--- src/rtl/motor_avs_master.sv ---
// Avalon-MM initiator for the motor controller register port: single write, single read, or composite move with status polling.
// Optional poll timeout is enabled by defining MOTOR_AVS_MASTER_TIMEOUT_EN.
module motor_avs_master #(
  parameter int unsigned RD_LATENCY = 1,
  parameter logic [7:0]  POS_ADDR   = 8'h08,
  parameter logic [7:0]  START_ADDR = 8'h00,
  parameter logic [7:0]  STAT_ADDR  = 8'h10,
  parameter int unsigned DONE_BIT   = 0,
  parameter int unsigned POLL_GAP   = 16,
  parameter int unsigned TIMEOUT    = 1024
) (
  input  logic        clk,
  input  logic        rst_n,
  input  logic        cmd_valid,
  output logic        cmd_ready,
  input  logic [1:0]  cmd_op,
  input  logic [7:0]  cmd_addr,
  input  logic [31:0] cmd_data,
  output logic        rsp_valid,
  output logic [31:0] rsp_data,
  output logic        rsp_err,
  output logic [7:0]  avs_address,
  output logic        avs_write,
  output logic [31:0] avs_write_data,
  output logic        avs_read,
  input  logic [31:0] avs_read_data
);

  localparam int unsigned GAP_MAX = (POLL_GAP > RD_LATENCY) ? POLL_GAP : RD_LATENCY;
  localparam int unsigned CNT_W   = $clog2(GAP_MAX + 1);
  localparam int unsigned POLL_W  = $clog2(TIMEOUT + 1);

  localparam logic [1:0] OP_RD = 2'b01;
  localparam logic [1:0] OP_MV = 2'b10;

  typedef enum logic [3:0] {
    IDLE, WR, RD, RD_WAIT, MV_POS, MV_START, MV_GAP, MV_POLL, MV_WAIT, RESP
  } state_e;

  state_e              state_q, state_d;
  logic [7:0]          addr_q, addr_d;
  logic [31:0]         data_q, data_d;
  logic [CNT_W-1:0]    cnt_q, cnt_d;
  logic [POLL_W-1:0]   poll_q, poll_d;
  logic                cmd_ready_q, cmd_ready_d;
  logic                rsp_valid_q, rsp_valid_d;
  logic [31:0]         rsp_data_q, rsp_data_d;
  logic                rsp_err_q, rsp_err_d;
  logic [7:0]          avs_address_q, avs_address_d;
  logic                avs_write_q, avs_write_d;
  logic [31:0]         avs_write_data_q, avs_write_data_d;
  logic                avs_read_q, avs_read_d;

  // Next-state, capture and response logic; bus outputs are decoded from the next state so they register in step with it.
  always_comb begin
    state_d          = state_q;
    addr_d           = addr_q;
    data_d           = data_q;
    cnt_d            = cnt_q;
    poll_d           = poll_q;
    rsp_data_d       = rsp_data_q;
    rsp_err_d        = rsp_err_q;
    avs_write_d      = 1'b0;
    avs_read_d       = 1'b0;
    avs_address_d    = 8'h00;
    avs_write_data_d = 32'h0;

    case (state_q)
      IDLE: begin
        if (cmd_valid) begin
          addr_d = cmd_addr;
          data_d = cmd_data;
          case (cmd_op)
            OP_RD: state_d = RD;
            OP_MV: begin
              state_d = MV_POS;
              poll_d  = '0;
            end
            default: state_d = WR;
          endcase
        end
      end
      WR: begin
        state_d    = RESP;
        rsp_data_d = 32'h0;
        rsp_err_d  = 1'b0;
      end
      RD: begin
        state_d = RD_WAIT;
        cnt_d   = CNT_W'(RD_LATENCY - 1);
      end
      RD_WAIT: begin
        if (cnt_q == '0) begin
          state_d    = RESP;
          rsp_data_d = avs_read_data;
          rsp_err_d  = 1'b0;
        end else begin
          cnt_d = cnt_q - CNT_W'(1);
        end
      end
      MV_POS:   state_d = MV_START;
      MV_START: begin
        state_d = MV_GAP;
        cnt_d   = CNT_W'(POLL_GAP - 1);
      end
      MV_GAP: begin
        if (cnt_q == '0) begin
          state_d = MV_POLL;
        end else begin
          cnt_d = cnt_q - CNT_W'(1);
        end
      end
      MV_POLL: begin
        state_d = MV_WAIT;
        cnt_d   = CNT_W'(RD_LATENCY - 1);
      end
      MV_WAIT: begin
        if (cnt_q != '0) begin
          cnt_d = cnt_q - CNT_W'(1);
        end else begin
          // Saturate so an unbounded move never wraps the debug counter.
          if (poll_q != {POLL_W{1'b1}}) begin
            poll_d = poll_q + POLL_W'(1);
          end
          if (avs_read_data[DONE_BIT]) begin
            state_d    = RESP;
            rsp_data_d = avs_read_data;
            rsp_err_d  = 1'b0;
          end
`ifdef MOTOR_AVS_MASTER_TIMEOUT_EN
          else if (poll_d == POLL_W'(TIMEOUT)) begin
            state_d    = RESP;
            rsp_data_d = avs_read_data;
            rsp_err_d  = 1'b1;
          end
`endif
          else begin
            state_d = MV_GAP;
            cnt_d   = CNT_W'(POLL_GAP - 1);
          end
        end
      end
      RESP:    state_d = IDLE;
      default: state_d = IDLE;
    endcase

    cmd_ready_d = (state_d == IDLE);
    rsp_valid_d = (state_d == RESP);

    case (state_d)
      WR: begin
        avs_write_d      = 1'b1;
        avs_address_d    = addr_d;
        avs_write_data_d = data_d;
      end
      RD: begin
        avs_read_d    = 1'b1;
        avs_address_d = addr_d;
      end
      MV_POS: begin
        avs_write_d      = 1'b1;
        avs_address_d    = POS_ADDR;
        avs_write_data_d = data_d;
      end
      MV_START: begin
        avs_write_d      = 1'b1;
        avs_address_d    = START_ADDR;
        avs_write_data_d = 32'h1;
      end
      MV_POLL: begin
        avs_read_d    = 1'b1;
        avs_address_d = STAT_ADDR;
      end
      default: ;
    endcase
  end

  always_ff @(posedge clk or negedge rst_n) begin
    if (!rst_n) begin
      state_q          <= IDLE;
      addr_q           <= 8'h00;
      data_q           <= 32'h0;
      cnt_q            <= '0;
      poll_q           <= '0;
      cmd_ready_q      <= 1'b1;
      rsp_valid_q      <= 1'b0;
      rsp_data_q       <= 32'h0;
      rsp_err_q        <= 1'b0;
      avs_address_q    <= 8'h00;
      avs_write_q      <= 1'b0;
      avs_write_data_q <= 32'h0;
      avs_read_q       <= 1'b0;
    end else begin
      state_q          <= state_d;
      addr_q           <= addr_d;
      data_q           <= data_d;
      cnt_q            <= cnt_d;
      poll_q           <= poll_d;
      cmd_ready_q      <= cmd_ready_d;
      rsp_valid_q      <= rsp_valid_d;
      rsp_data_q       <= rsp_data_d;
      rsp_err_q        <= rsp_err_d;
      avs_address_q    <= avs_address_d;
      avs_write_q      <= avs_write_d;
      avs_write_data_q <= avs_write_data_d;
      avs_read_q       <= avs_read_d;
    end
  end

  assign cmd_ready      = cmd_ready_q;
  assign rsp_valid      = rsp_valid_q;
  assign rsp_data       = rsp_data_q;
  assign rsp_err        = rsp_err_q;
  assign avs_address    = avs_address_q;
  assign avs_write      = avs_write_q;
  assign avs_write_data = avs_write_data_q;
  assign avs_read       = avs_read_q;

endmodule

--- config.mk ---
export PLATFORM = sky130hd
export DESIGN_NAME = motor_avs_master
export DESIGN_NICKNAME = d
export VERILOG_FILES = /design/src/rtl/motor_avs_master.sv
export SDC_FILE = /design/constraint.sdc
export NUM_CORES = 1
export LEC_CHECK = 0
export ABC_AREA = 1
export CAP_MARGIN = 20
export CORE_AREA = 8 8 87 147
export CTS_CLUSTER_SIZE = 10
export DETAILED_ROUTE_END_ITERATION = 16
export DIE_AREA = 0 0 95 155
export PLACE_DENSITY_LB_ADDON = 0.3
export SYNTH_ARGS = -nofsm -noshare
export SYNTH_HDL_FRONTEND = slang
export SYNTH_SLANG_ARGS = --single-unit
export TNS_END_PERCENT = 1
--- constraint.sdc ---
create_clock -name clk -period 3.6 [get_ports clk]
set_clock_uncertainty 0.2 [all_clocks]
set_input_delay 0.72 -clock clk [delete_from_list [all_inputs] [get_ports clk]]
set_output_delay 0.72 -clock clk [all_outputs]
set_load 0.01 [all_outputs]
# --- Word level (Yosys, flattened, before mapping) ---
# Index checks and enable logic that the tools add are counted.
word_totals:
  ff_bits: 126
  in_bits: 77
  wordCells: 75
op_classes:
  addsub: 1
  n_eq_ne: 21
  mux: 27
  n_reduce_logical: 14
ops:
  columns: ["operator", "count"]
  rows:
  - ["32-bit two-way mux", 5]
  - ["32-bit one-hot mux with 3 select lines", 1]
  - ["32-bit one-hot mux with 2 select lines", 1]
  - ["4-bit one-hot mux with 9 select lines", 1]
  - ["4-bit by 3-bit == test with 1-bit output (second input constant)", 7]
  - ["8-bit one-hot mux with 3 select lines", 1]
  - ["4-bit two-way mux", 5]
  - ["5-bit one-hot mux with 4 select lines", 1]
  - ["8-bit two-way mux", 2]
  - ["5-bit two-way mux", 3]
  - ["4-bit by 2-bit == test with 1-bit output (second input constant)", 3]
  - ["2-bit OR reduction", 5]
  - ["4-bit by 1-bit == test with 1-bit output (second input constant)", 2]
  - ["4-bit == test (second input constant)", 2]
  - ["4-bit zero test", 2]
  - ["2-bit inequality test (second input constant)", 4]
  - ["3-bit one-hot mux with 2 select lines", 1]
  - ["5-bit zero test", 1]
  - ["1-bit two-way mux", 5]
  - ["5-bit nonzero test", 1]
  - ["5-bit by 1-bit subtractor with 5-bit output (second input constant)", 1]
  - ["4-bit AND reduction", 1]
  - ["4-bit nonzero test", 1]
  - ["3-bit inequality test (second input constant)", 1]
  - ["6 further kinds", 6]

# --- Longest topological paths before layout ---
# Gate-level depths: netlist of run 1.
logic_depth:
  ltp_word: 7
  ltp_mapped: 14
  depth_no_buf: 14

# --- Least setup slack after synthesis of run 1 ---
# OpenSTA, ideal clock, no wires.
synth_path:
  path_kind: "input-to-reg"
  startpoint: "input port cmd_op[0]"
  endpoint: "register avs_address_q[4] (netlist: avs_address[4])"
  setup_time_ns: 0.118
  arrival_ns: 1.868
  required_time_ns: 3.282
  setup_slack_ns: 1.414
  cell_stages: 13
  path_buffers: 1
  cell_sequence: "inv_1 > ha_1 > nand2_1 > nand2_1 > nor2_1 > nor2_1 > nor2_4 > nor2_4 > nand2_4 > buf_6 > nand2_2 > nand2_1 > nand2_1"
synth_via:
  elab_chain_len: 7
  elab_cells_between_ends: 11
  cone_classes: "6 x eq/ne; 4 x mux; 1 x reduce/logical"
synth_lines:
  columns: ["item", "line_no", "source"]
  rows:
  - ["start: declaration", "16", "input logic [1:0] cmd_op,"]
  - ["2-bit == test or 2-bit by 1-bit == test with 1-bit output (tied branches)", null, null]
  - ["3-bit one-hot mux with 2 select lines (*)", "73", "case (cmd_op)"]
  - ["4-bit two-way mux (*)", "70", "if (cmd_valid) begin"]
  - ["4-bit one-hot mux with 9 select lines (*)", "68", "case (state_q)"]
  - ["4-bit by 2-bit == test with 1-bit output or 4-bit by 1-bit == test with 1-bit output (tied branches)", "150", "case (state_d)"]
  - ["2-bit OR reduction (no line)", null, null]
  - ["8-bit one-hot mux with 3 select lines (*)", "150", null]
  - ["via avs_address_d[4]", "49", "logic [7:0] avs_address_q, avs_address_d;"]
  - ["end signal: assignment", "203", "avs_address_q <= avs_address_d;"]
  - ["end: declaration", "49", null]
# The timed path passes the listed nets; every way through them passes the cells marked *.
# A chain may end at the register's enable or synchronous reset.

# --- Worst setup path after layout of run 1 ---
layout_path:
  startpoint: "input port cmd_op[0]"
  endpoint: "register avs_write_data_q[0] (netlist: avs_write_data[0])"
layout_via:
  elab_chain_len: 7
  elab_cells_between_ends: 10
  cone_classes: "5 x eq/ne; 4 x mux; 1 x reduce/logical"
layout_lines:
  columns: ["item", "line_no", "source"]
  rows:
  - ["2-bit == test or 2-bit by 1-bit == test with 1-bit output (tied branches)", null, null]
  - ["3-bit one-hot mux with 2 select lines (*)", "73", null]
  - ["4-bit two-way mux (*)", "70", null]
  - ["4-bit one-hot mux with 9 select lines (*)", "68", null]
  - ["4-bit by 3-bit == test with 1-bit output or 4-bit by 1-bit == test with 1-bit output (tied branches)", "150", null]
  - ["2-bit OR reduction (no line)", null, null]
  - ["32-bit one-hot mux with 2 select lines (*)", "150", null]
  - ["via avs_write_data_d[0]", "51", "logic [31:0] avs_write_data_q, avs_write_data_d;"]
  - ["end signal: assignment", "205", "avs_write_data_q <= avs_write_data_d;"]
  - ["end: declaration", "51", null]
# Marks and branches as above.

==> flow_summary.toml, run 1 <==
[die]
die_x_um = 95
die_h_um = 155
rows = 51
die-area_sq_um = 14700
ios = 154
initial_core_util_pct = 48.4
coreArea_sq_um = 10900

[drt]
wl_mm = 13.5
vias = 4187
routed_via_density = 4.93
first_pass_iters = 5
drt_iter0_markers = 178
antenna_left = 0
drc_errors = 0
avgRoutedWirePerCell_um = 15.9

[synth]
synth_ff_type = "dfrtp_1"
synth_xor_area_share_pct = 0.498
synthAdderAreaFrac_pct = 0.949
async_flop_share_pct = 100
synthSimpleGateAreaFrac_pct = 22.8
syn-num-nets = 635
synth_seq_area_share_pct = 59.3
muxShareOfSynthArea_pct = 0
synth_common_cells = "nand2_1, dfrtp_1, inv_1"
netlist_area_sq_um = 5280
synth_top_family_by_area = "simple AND/OR/NAND/NOR gates"
synth_largest_area_cell = "dfrtp_1"
yosys_warnings = 0
synth_seq_cells = 125
synth_cell_types = 34
syn_avg_cell_area_sq_um = 9.52
synth_top_cell_area_share_pct = 58.8
synth_compound_area_share_pct = 9.20
synth_edf_count = 0
postSynthCellCount = 554
synth_area_leaders = "dfrtp_1, nand2_1, nand3_1, inv_1, or2_2"
synth.most_common_cell = "nand2_1"

[power]
peakVddDrop_uv = 592
power_density_nw_per_um2 = 924
p_leak_nw = 3.58

[global_routing]
grt_overflow = 0
grt_max_degree = 69
gr-usage-all-layers_pct = 19.1
antenna_found_initial = 0
grt_pass1_wl_mm = 21.9
grt_pass1_vias = 4490

[cells_and_area]
final_area_sq_um = 7450
layout.cells.non_filler = 850
drive_above_1_share_pct = 13.9
fill_cells = 840
antenna_cells = 0
nNetsFinal = 786
syn_to_final_growth_pct = 41.1

[timing]
period_share_pct = 72.5
final_max_slew_viol_count = 0
slew-limit-headroom_pct = 39.6
finalSetupViolations = 0
fmax_ghz = 0.383
post-route-min-period_ns = 2.61
timing.final.hold_violations = 0
hold_ws_ns = 0.213
grt_setup_unrepaired = "no"
tightest_slew_ns = 0.905
timing.setup.tns_ns = 0

[setup_path]
reg2reg_slack_ns = 1.09
cp.arrival_ns = 2.71
crit_end = "avs_write_data[0]"
r2r-end = "avs_write_data[14]"
worstSetupEndpointType = "flip-flop"
critPathLaunch = "cmd_op[0]"
critPathKind = "primary input to flip-flop"
required_ns = 3.70
worst-path-max-fanout = 40
r2r_start = "cnt_q[0]"
start_kind = "primary input"
rr_worst_depth = 10

[placement]
placed_cells = 818
port_buffers = 152
placed_area_sq_um = 6840
dp_hpwl_mm = 9.85
globalplace.congestion = 0.914

[cts]
clock_sinks = 125
clk_pin_slew_worst_paths_ns = 0.06
htreeDepth = 4
cts_tree = "yes"
post_cts_buffers = 0
cts_hold_buf = 0
clk_latency_ns = 0.41
post_cts_resized = 0
cts_buffers = 17
max-clock-path-buffers = 2
root_buffer = "clkbuf_16"

[hold_path]
hold_class = "primary input to async pin"

[job]
maxCapViolCount = 0

[status]
status = "completed"
==> how the worst min path moves through the flow <==
stage	from	to	slack, ns
finish	rst_n	avs_address[5]	0.21
global route	rst_n	avs_address[0]	0.28
CTS	rst_n	avs_address[5]	0.24
detailed placement	addr_q[7]	addr_q[7]	0.26
global placement	addr_q[7]	addr_q[7]	0.26
floorplan	rst_n	addr_q[0]	0.22
==> placed cells by master (no fill, tap or decap), types with 2 or more instances in the layout <==
cell type        count
a22oi_1              3
o21ai_1              6
nand2_1            133
clkinv_4             2
nand3_2              4
inv_1               52
dfrtp_1            124
nand3_1             41
o21ai_0             35
nand2_2              7
clkdlybuf4s50_1    151
a21boi_1             6
o21ai_2              2
clkinvlp_4           3
xor2_1               3
nor2_2               5
a21oi_2              3
nor2_4               5
clkbuf_16           17
ha_1                 4
bufinv_16            3
nor2_1              25
inv_2                2
buf_4                5
or2_2               31
inv_6                2
clkinv_2             3
a21oi_1             29
==> report_power, final <==
group | switching [mW] | internal (mW)
Sequential | 0.233 | 2.00
Clock | 0.624 | 1.11
Combinational | 1.68 | 1.24
==> logic make-up (layout without fill, tap and decap cells) <==
kind of cell             after synthesis  in the layout
AO/OA/AOI/OAI                         86             86
XOR/XNOR                               3              3
adder cells (fa/ha/maj)                4              4
buffers and inverters                 80            244
flip-flops                           125            125
other                                  1              1
AND/OR/NAND/NOR                      255            255
==> stage by stage <==
step,util [%],worst slack [ns],power (mW)
after floorplan,-,1.41,4.15
after global placement,62.7,0.608,5.10
after detailed placement,62.7,0.574,5.19
after CTS,68.2,0.985,6.96
after global routing,68.2,0.859,7.35
final,68.2,0.990,6.88
==> layout make-up <==
class	instances	area (sq um)	area share [%]
flip-flops and latches	125	3130	42.0
multi-input cells	349	1770	23.8
repair buffers	157	1570	21.1
clock buffers	19	443	5.95
inverters	55	206	2.77
well taps	132	165	2.22
clock inverters	13	163	2.18
==> per-layer routing <==
metal / vias to the layer above / track usage, % / share of wire (%)
met3: 15 / 6.46 / 6.6
met5: - / 0 / 0
li1: 2053 / - / -
met1: 1981 / 20.9 / 40
met4: 0 / 6.81 / 1.6
met2: 138 / 33.0 / 52
==> worst max-delay path, cell delays in order <==
cell	delay (ns)
clkdlybuf4s50_1	0.49
inv_1	0.05
ha_1	0.28
nand2_1	0.06
nand2_1	0.05
nor2_1	0.12
nor2_1	0.09
nor2_4	0.17
nor2_4	0.07
nand2_4	0.35
nand2_1	0.11
nand2_1	0.08
nand2_1	0.04
==> registers in the layout, summed over array words and instances, names as in the netlist, 4 cells and up <==
name,count
rsp_data,32
cnt_q,5
avs_write_data,32
data_q,32
addr_q,8
state_q,4
avs_address,8
Note: power is estimated with default switching activity, not from simulation.
==> run 2: changes to the inputs <==
--- a/config.mk
+++ b/config.mk
@@ -7,10 +7,10 @@
 export LEC_CHECK = 0
 export ABC_AREA = 1
 export CAP_MARGIN = 20
-export CORE_AREA = 8 8 87 147
+export CORE_AREA = 8 8 90 152
 export CTS_CLUSTER_SIZE = 10
 export DETAILED_ROUTE_END_ITERATION = 16
-export DIE_AREA = 0 0 95 155
+export DIE_AREA = 0 0 98 160
 export PLACE_DENSITY_LB_ADDON = 0.3
 export SYNTH_ARGS = -nofsm -noshare
 export SYNTH_HDL_FRONTEND = slang
==> constraint.sdc (replaced) <==
create_clock -name clk -period 2.6 [get_ports clk]
set_clock_uncertainty 0.2 [all_clocks]
set_input_delay 0.52 -clock clk [delete_from_list [all_inputs] [get_ports clk]]
set_output_delay 0.52 -clock clk [all_outputs]
set_load 0.01 [all_outputs]
==> run 2 against run 1 <==
Compared with the run above: clock-buffer cell count grew 1; non-clock buffer count grew 11; via count grew 2.7%; setup slack lost 0.66 ns; power grew 39%; die area grew 6.5%; critical path type is now flip-flop to flip-flop.
==> flow_summary.toml, run 2 (synthesized netlist as in run 1, its figures left out) <==
[drt]
wl_mm = 14.4
first_pass_iters = 4
vias = 4301
drc_errors = 0
drt_iter0_markers = 136
antenna_left = 0
avgRoutedWirePerCell_um = 16.7
routed_via_density = 4.98

[setup_path]
r2r_start = "cnt_q[0]"
critPathLaunch = "cnt_q[0]"
worst-path-max-fanout = 31
rr_worst_depth = 11
cp_common_cell = "nand2_1"
required_ns = 2.69
cp.arrival_ns = 2.36
crit_path_cell_trace = "inv_1 > ha_1 > inv_1 > nor2_1 > nand2_1 > nand2_1 > nand2_1 > a21oi_4 > inv_2 > nand2_1 > nand2_1"
crit_end = "rsp_data[6]"
worstSetupEndpointType = "flip-flop"
start_kind = "flip-flop"
slowest_stage = "dfrtp_1"
reg2reg_slack_ns = 0.33
r2r-end = "rsp_data[6]"
critPathKind = "flip-flop to flip-flop"
slowest_delay_ns = 0.35

[cells_and_area]
layout.cells.non_filler = 864
final_common_cell = "clkdlybuf4s50_1"
antenna_cells = 0
syn_to_final_growth_pct = 42.4
mostFrequentLayoutCells = "clkdlybuf4s50_1, nand2_1, dfrtp_1"
drive_above_1_share_pct = 15.0
nNetsFinal = 797

[power]
seq_power_share_pct = 32.4
p_int_mw = 5.95
p_sw_share_pct = 37.7
p_leak_nw = 3.62
total_power_mw = 9.55
combPwrFrac_pct = 45.6
clockPowerShare_pct = 22.0
peakVddDrop_uv = 714
power_density_nw_per_um2 = 1270
switching_power_mw = 3.60

[die]
die-area_sq_um = 15700
rows = 52
ios = 154
die_x_um = 98
die_h_um = 160
initial_core_util_pct = 45.8
coreArea_sq_um = 11500

[hold_path]
hold-path-cell-count = 2
hold_class = "flip-flop to flip-flop"

[global_routing]
gr-usage-all-layers_pct = 18.9
grt_pass1_wl_mm = 23.6
grt_overflow = 0
antenna_found_initial = 0
grt_max_degree = 47
grt_pass1_vias = 4672

[placement]
port_buffers = 152
globalplace.congestion = 0.881
placed_cells = 831
dp_hpwl_mm = 10.6
pre_cts_slack_ns = -0.0401

[job]
maxCapViolCount = 0

[timing]
fmax_ghz = 0.441
period_share_pct = 87.2
final_max_slew_viol_count = 0
slew-limit-headroom_pct = 61.9
setup_ws_ns = 0.332
post-route-min-period_ns = 2.27
grt_setup_unrepaired = "no"
finalSetupViolations = 0
tightest_slew_ns = 0.571
timing.final.hold_violations = 0

[cts]
max-clock-path-buffers = 2
root_buffer = "clkbuf_16"
post_cts_buffers = 0
clk_pin_slew_worst_paths_ns = 0.06
cts_hold_buf = 1
cts_tree = "yes"
htreeDepth = 4
clk_latency_ns = 0.41
post_cts_resized = 0
clock_sinks = 125
cts_buffers = 17

[status]
status = "completed"
run 2: final cells by class:
cell class,instances,area (sq um)
clock buffers,20,447
clock inverters,12,90.1
fillers,936,4000
inverters,55,206
multi-input cells,349,1770
flip-flops and latches,125,3130
well taps,135,169
repair buffers,168,1700
run 2: worst max-delay path: cells and delay by family (launching register included):
| kind | cells | cell delay [ns] |
|---|---|---|
| adders and majority gates | 1 | 0.18 |
| DFF | 1 | 0.35 |
| and+or+nand+nor | 6 | 0.82 |
| AOI/OAI and AO/OA | 1 | 0.18 |
| buffers and inverters | 3 | 0.41 |
run 2: power groups by stage:
stage                     combinational [mW]  clock [mW]  sequential [mW]
final                                   4.35        2.10             3.10
after global routing                    4.82        2.25             3.17
after CTS                               4.41        2.15             3.10
after detailed placement                4.38           0             3.12
after global placement                  4.24           0             3.10
after floorplan                         2.49           0             3.26
run 2: worst min-delay path by stage:
stage,startpoint,endpoint,slack [ns]
2_1_floorplan,rst_n,addr_q[0],0.02
3_3_place_gp,rsp_data[1],rsp_data[1],0.26
3_5_place_dp,rsp_data[5],rsp_data[5],0.26
4_1_cts,rsp_data[11],rsp_data[11],0.28
5_1_grt,addr_q[5],addr_q[5],0.29
6_report,rsp_data[11],rsp_data[11],0.28
run 2: per-layer routing:
metal	vias to the layer above	routed length, um	part of all wire [%]	track usage, %
met3	28	800	5.6	5.66
met4	0	403	2.8	7.85
met5	-	0	0	0
met1	2039	5740	40	20.3
li1	2080	-	-	-
met2	154	7450	52	33.6
run 2: stage by stage:
stage | hold slack (ns) | TNS [ns] | utilization [%] | cell area (sq um)
6_report | 0.277 | 0 | 65.3 | 7520
5_1_grt | 0.293 | 0 | 65.3 | 7520
4_1_cts | 0.280 | 0 | 65.3 | 7520
3_5_place_dp | 0.265 | -0.668 | 60.5 | 6970
3_3_place_gp | 0.261 | -0.0000242 | 60.5 | 6970
2_1_floorplan | 0.0244 | 0 | - | 5280
==> run 3: changes to the inputs <==
--- a/config.mk
+++ b/config.mk
@@ -6,12 +6,13 @@
 export NUM_CORES = 1
 export LEC_CHECK = 0
 export ABC_AREA = 1
-export CAP_MARGIN = 20
+export CAP_MARGIN = 40
 export CORE_AREA = 8 8 90 152
 export CTS_CLUSTER_SIZE = 10
 export DETAILED_ROUTE_END_ITERATION = 16
 export DIE_AREA = 0 0 98 160
 export PLACE_DENSITY_LB_ADDON = 0.3
+export SKIP_LAST_GASP = 1
 export SYNTH_ARGS = -nofsm -noshare
 export SYNTH_HDL_FRONTEND = slang
 export SYNTH_SLANG_ARGS = --single-unit
==> results of run 3 <==
The final DEF is identical to that of run 2; final timing and power are the same.
